`config.mk`:
```
export PLATFORM = sky130hd
export DESIGN_NAME = id_ex_stage
export DESIGN_NICKNAME = d
export VERILOG_FILES = /design/src/rtl/id_ex_stage.sv
export SDC_FILE = /design/constraint.sdc
export NUM_CORES = 1
export LEC_CHECK = 0
export CAP_MARGIN = 20
export CORE_MARGIN = 3
export CORE_UTILIZATION = 25
export CTS_CLUSTER_DIAMETER = 60
export DETAILED_ROUTE_END_ITERATION = 10
export PLACE_DENSITY = 0.62
export SETUP_SLACK_MARGIN = 0.2
export SYNTH_ARGS = -nofsm -noshare
export SYNTH_HDL_FRONTEND = slang
export SYNTH_SLANG_ARGS = --single-unit
```
`constraint.sdc`:
```
create_clock -name clk -period 1.85 [get_ports clk]
set_clock_uncertainty 0.05 [all_clocks]
set_input_delay 0.2775 -clock clk [delete_from_list [all_inputs] [get_ports clk]]
set_output_delay 0.2775 -clock clk [all_outputs]
set_load 0.01 [all_outputs]
```
`src/rtl/id_ex_stage.sv`:
```
`timescale 1ns/1ps
// ID/EX pipeline register: latches the decoded instruction, scrubs don't-care
// control bits, resolves the write-back register and inserts load-use bubbles.
module id_ex_stage #(
    parameter int DW = 32,
    parameter int RW = 5,
    parameter int CW = 16
) (
    input  logic          clk,
    input  logic          reset_n,
    input  logic [10:0]   ctrl_in,
    input  logic          id_valid,
    input  logic [RW-1:0] id_rs,
    input  logic [RW-1:0] id_rt,
    input  logic [RW-1:0] id_rd,
    input  logic [DW-1:0] id_rs_data,
    input  logic [DW-1:0] id_rt_data,
    input  logic [DW-1:0] id_imm,
    input  logic          flush,
    input  logic          ex_hold,
    output logic          ex_valid,
    output logic [10:0]   ex_ctrl,
    output logic [RW-1:0] ex_rs,
    output logic [RW-1:0] ex_rt,
    output logic [RW-1:0] ex_dest,
    output logic [DW-1:0] ex_rs_data,
    output logic [DW-1:0] ex_rt_data,
    output logic [DW-1:0] ex_imm,
    output logic          stall,
    output logic [CW-1:0] stall_cycles
);

    logic          ex_valid_q, ex_valid_d;
    logic [10:0]   ex_ctrl_q, ex_ctrl_d;
    logic [RW-1:0] ex_rs_q, ex_rs_d;
    logic [RW-1:0] ex_rt_q, ex_rt_d;
    logic [RW-1:0] ex_dest_q, ex_dest_d;
    logic [DW-1:0] ex_rs_data_q, ex_rs_data_d;
    logic [DW-1:0] ex_rt_data_q, ex_rt_data_d;
    logic [DW-1:0] ex_imm_q, ex_imm_d;
    logic [CW-1:0] stall_cycles_q, stall_cycles_d;

    logic          jump, reg_write, reg_dst, mem_access, rt_used;
    logic [10:0]   ctrl_san;
    logic [RW-1:0] dest_san;
    logic          hazard;

    // Every sanitised bit is ANDed with a qualifier that is 0 whenever the raw
    // bit is a don't-care, so X never reaches EX for a decoded opcode.
    always_comb begin
        jump       = ctrl_in[1];
        reg_write  = ctrl_in[7];
        reg_dst    = ctrl_in[10] & reg_write & ~jump;
        mem_access = ctrl_in[6] | ctrl_in[5];
        ctrl_san     = '0;
        ctrl_san[10] = reg_dst;
        ctrl_san[9]  = ctrl_in[9] & ~reg_dst & ~jump;
        ctrl_san[8]  = ctrl_in[8] & reg_write & ~jump;
        ctrl_san[7]  = reg_write;
        ctrl_san[6]  = ctrl_in[6];
        ctrl_san[5]  = ctrl_in[5];
        ctrl_san[4]  = ctrl_in[4] & ~jump;
        ctrl_san[3]  = ctrl_in[3] & ~jump;
        ctrl_san[2]  = ctrl_in[2] & ~jump;
        ctrl_san[1]  = jump;
        ctrl_san[0]  = ctrl_in[0] & (ctrl_in[4] | mem_access) & ~jump;
        dest_san = '0;
        if (reg_write) begin
            dest_san = reg_dst ? id_rd : id_rt;
        end
    end

    // rt is a true source when the ALU takes it (no immediate) or a store writes it.
    always_comb begin
        rt_used = ~ctrl_san[9] | ctrl_san[5];
        hazard  = ex_valid_q & ex_ctrl_q[6] & (ex_rt_q != '0) & id_valid & ~jump &
                  ((ex_rt_q == id_rs) | ((ex_rt_q == id_rt) & rt_used));
        stall   = reset_n & (hazard | ex_hold) & ~flush;
    end

    always_comb begin
        ex_valid_d     = ex_valid_q;
        ex_ctrl_d      = ex_ctrl_q;
        ex_rs_d        = ex_rs_q;
        ex_rt_d        = ex_rt_q;
        ex_dest_d      = ex_dest_q;
        ex_rs_data_d   = ex_rs_data_q;
        ex_rt_data_d   = ex_rt_data_q;
        ex_imm_d       = ex_imm_q;
        stall_cycles_d = stall_cycles_q;
        if (!ex_hold || flush) begin
            ex_rs_d      = id_rs;
            ex_rt_d      = id_rt;
            ex_rs_data_d = id_rs_data;
            ex_rt_data_d = id_rt_data;
            ex_imm_d     = id_imm;
            if (flush || hazard || !id_valid) begin
                ex_valid_d = 1'b0;
                ex_ctrl_d  = '0;
                ex_dest_d  = '0;
            end else begin
                ex_valid_d = 1'b1;
                ex_ctrl_d  = ctrl_san;
                ex_dest_d  = dest_san;
            end
        end
        if (hazard && !flush && !ex_hold && !(&stall_cycles_q)) begin
            stall_cycles_d = stall_cycles_q + CW'(1);
        end
    end

    always_ff @(posedge clk or negedge reset_n) begin
        if (!reset_n) begin
            ex_valid_q     <= 1'b0;
            ex_ctrl_q      <= '0;
            ex_rs_q        <= '0;
            ex_rt_q        <= '0;
            ex_dest_q      <= '0;
            ex_rs_data_q   <= '0;
            ex_rt_data_q   <= '0;
            ex_imm_q       <= '0;
            stall_cycles_q <= '0;
        end else begin
            ex_valid_q     <= ex_valid_d;
            ex_ctrl_q      <= ex_ctrl_d;
            ex_rs_q        <= ex_rs_d;
            ex_rt_q        <= ex_rt_d;
            ex_dest_q      <= ex_dest_d;
            ex_rs_data_q   <= ex_rs_data_d;
            ex_rt_data_q   <= ex_rt_data_d;
            ex_imm_q       <= ex_imm_d;
            stall_cycles_q <= stall_cycles_d;
        end
    end

    assign ex_valid     = ex_valid_q;
    assign ex_ctrl      = ex_ctrl_q;
    assign ex_rs        = ex_rs_q;
    assign ex_rt        = ex_rt_q;
    assign ex_dest      = ex_dest_q;
    assign ex_rs_data   = ex_rs_data_q;
    assign ex_rt_data   = ex_rt_data_q;
    assign ex_imm       = ex_imm_q;
    assign stall_cycles = stall_cycles_q;

endmodule

```
==> results.toml <==
[setup_path]
worstSetupEndpointType = "output pin"
startpoint_type = "flip-flop"
crit_start = "ex_rt[4]"
path_cells = "buf_4 -> xnor2_2 -> nand3_2 -> nor3_4 -> nor2_4 -> nor2_2 -> o211a_1 -> buf_2"
cp_max_fo = 4
path_class = "flip-flop to output pin"
cpPeakStageDelay_ns = 0.45
cpMaxStageDelayCell = "dfrtp_2"
worstPathArrival_ns = 1.96
crit_required_ns = 1.52
regToRegStartpoint = "ex_rt[4]"

[logic_synthesis]
synth_common_cells = "nand2_1, dfrtp_1, clkbuf_1, xor2_1, nand3_1"
async_flop_share_pct = 100
netlist.area_leader.share_pct = 61.5
seq_area_frac_synth_pct = 61.5
synth_edf_count = 0
ys.flop_type = "dfrtp_1"
syn_area_per_cell_um2 = 9.29
yosysUniqueCellTypes = 40
ys_ff_latch = 139
syn_area_mm2 = 0.00566
yosysMostFrequentCell = "nand2_1"
synth.largest_area_cell = "dfrtp_1"
synth-warning-count = 0
syn-num-nets = 737
ys_top_cells_by_area = "dfrtp_1, nand2_1, xor2_1"
synth_cells = 609

[die]
coreArea_mm2 = 0.0220
die_w_um = 156
ios = 267
rows = 54
dieHeight_um = 156
die_area_mm2 = 0.0245
start_util_pct = 25.7

[cts]
clkTransAtPathRegs_ns = 0.07
clock-sinks = 139
clk-insertion-delay-late_ns = 0.41
clock_tree.root_cell = "clkbuf_16"
cts_tree = "yes"
htree_levels = 4
cts_inserted_buffers = 17
cts_max_path_buffers = 2

[timing]
maxSlewHeadroom_pct = 49.3
rsz0062_at_grt = "true"
hold_viol = 0
finalCritPeriodShare_pct = 124
fin_ws_ns = -0.438
period_minus_slack_ns = 2.29
hold_slack_ns = 0.312
drv_slew = 0
setup_viol = 33
worst_pin_slew_ns = 0.761
fmax_mhz = 437

[cells_and_area]
area_growth_pct = 75.9
drive_gt1_share_pct = 14.7
fin_nets = 1056
instances_no_fill = 1221
diodes = 0
final_core_util_pct = 45.2

[global_route]
grt_antenna_before_repair = 0
gr-total-overflow = 0
grt_pass1_vias = 5364
grt_max_degree = 140
grt_first_pass_wirelength_um = 29300
grt_usage_pct = 15.0

[place]
hpwl_um = 13100
routabilityCongestion = 0.774
dp_cells = 1179
portBuffers = 266

[detailed_routing]
detail_route.drc_violations = 0
drt_pass1_iterations = 4
vias = 5297
vias_per_cell = 4.34
wire_per_inst_um = 15.2
drt_iter0_markers = 230
routed_wl_um = 18500
ant_nets = 0

[flow_run]
maxCapViolCount = 0

[worst_hold_path]
hold_start = "ctrl_in[1]"
hold_class = "input pin to flip-flop"

[run_status]
run_status = "finished with violations"
violations = "setup timing"

[power]
fin_total_pwr_w = 0.00830
powerDensity_mw_per_mm2 = 834
irDropWorstVdd_v = 0.000543
p_leak_nw = 5.26
layout make-up:
| cell class | instances | area [um^2] |
|---|---|---|
| Timing Repair Buffer | 328 | 3160 |
| Sequential cell | 139 | 3490 |
| Fill cell | 2174 | 12100 |
| Tap cell | 280 | 350 |
| Multi-Input combinational cell | 440 | 2310 |
| Inverter | 2 | 7.51 |
| Clock inverter | 13 | 190 |
| Clock buffer | 19 | 443 |
cell usage in the layout (no fill, tap or decap), types with 2 or more instances in the layout:
cell / synthesis / final
nand2_1: 337 / 336
dfrtp_1: 139 / 132
clkdlybuf4s50_1: 0 / 125
dlygate4sd2_1: 0 / 116
buf_4: 0 / 46
dlymetal6s2s_1: 0 / 19
clkbuf_16: 0 / 17
xor2_1: 13 / 12
nand3_1: 12 / 11
buf_12: 0 / 9
xnor2_1: 9 / 8
nor4_4: 0 / 8
dfrtp_2: 0 / 7
a22o_1: 6 / 6
buf_6: 2 / 6
mux2i_1: 5 / 5
nand4_1: 4 / 4
o21ai_1: 0 / 4
bufinv_16: 0 / 4
clkinvlp_4: 0 / 4
inv_6: 0 / 3
nor3_4: 0 / 2
inv_1: 2 / 2
nor2_4: 0 / 2
o21ai_4: 0 / 2
nor2_1: 4 / 2
and3_1: 2 / 2
and4_1: 2 / 2
mux2_2: 3 / 2
a32o_1: 2 / 2
o21ai_2: 1 / 2
clkdlybuf4s15_1: 0 / 2
buf_2: 0 / 2
what timing repair did:
item / CTS / global route
resized for setup: 158 / 39
endpoints found under the setup margin: 152 / 53
buffers inserted: 8 / 1
hold buffers: 1 / 0
hold endpoints to repair: 51 / 0
pin swaps: 15 / 16
report_power, final:
part           total [W]  internal, W  switching, W
Combinational    0.00126     0.000658      0.000599
Sequential       0.00335      0.00324      0.000103
Clock            0.00369      0.00231       0.00138
logic make-up (layout without fill, tap and decap cells):
family	Yosys count	count (layout)	share of synthesized area, %
muxes	8	8	1.48
buffers and inverters	30	362	2.26
AOI/OAI and AO/OA	25	25	3.45
adders and majority gates	1	1	0.221
DFF	139	139	61.5
and+or+nand+nor	384	384	27.7
xor gates and xnor gates	22	22	3.41
through the flow:
step	setup TNS, ns	cell area, um^2	setup WS, ns
floorplan	-0.663	5690	-0.148
CTS	-7.30	9800	-0.493
global route	-10.58	9950	-0.538
detailed placement	-20.30	9110	-0.890
global placement	-20.03	9110	-0.903
finish	-7.99	9950	-0.438
state kept, by name, summed over array words and instances, names as in the netlist:
signal / flops
ex_ctrl: 11
ex_dest: 5
ex_imm: 32
ex_rs: 5
ex_rs_data: 32
ex_rt: 5
ex_rt_data: 32
ex_valid: 1
stall_cycles: 16
final timing paths:
path,to,slack [ns],depth (start not counted)
worst max-delay path,stall,-0.44,8
worst min-delay path,ex_ctrl[1],0.31,3
worst max register to register,stall_cycles[10],-0.41,8
worst min register to register,ex_rs_data[27],0.41,2
max in group asynchronous,stall_cycles[13],0.67,3
min in group asynchronous,ex_rs[2],0.52,3
metal layers:
layer / share of wire [%] / global-route usage, % / up-vias
met2: 46 / 23.9 / 192
met5: 0.027 / 0 / -
li1: - / - / 2582
met3: 8.9 / 5.97 / 11
met1: 44 / 19.4 / 2510
met4: 1.0 / 3.46 / 2
critical path, delay by kind of cell (launching register included):
family          cells  cell delay, ns
simple gates        4            0.51
flops               1            0.45
buf+inv             2            0.27
xor+xnor            1            0.16
compound gates      1            0.14
Power figures use the tool's default switching activity.
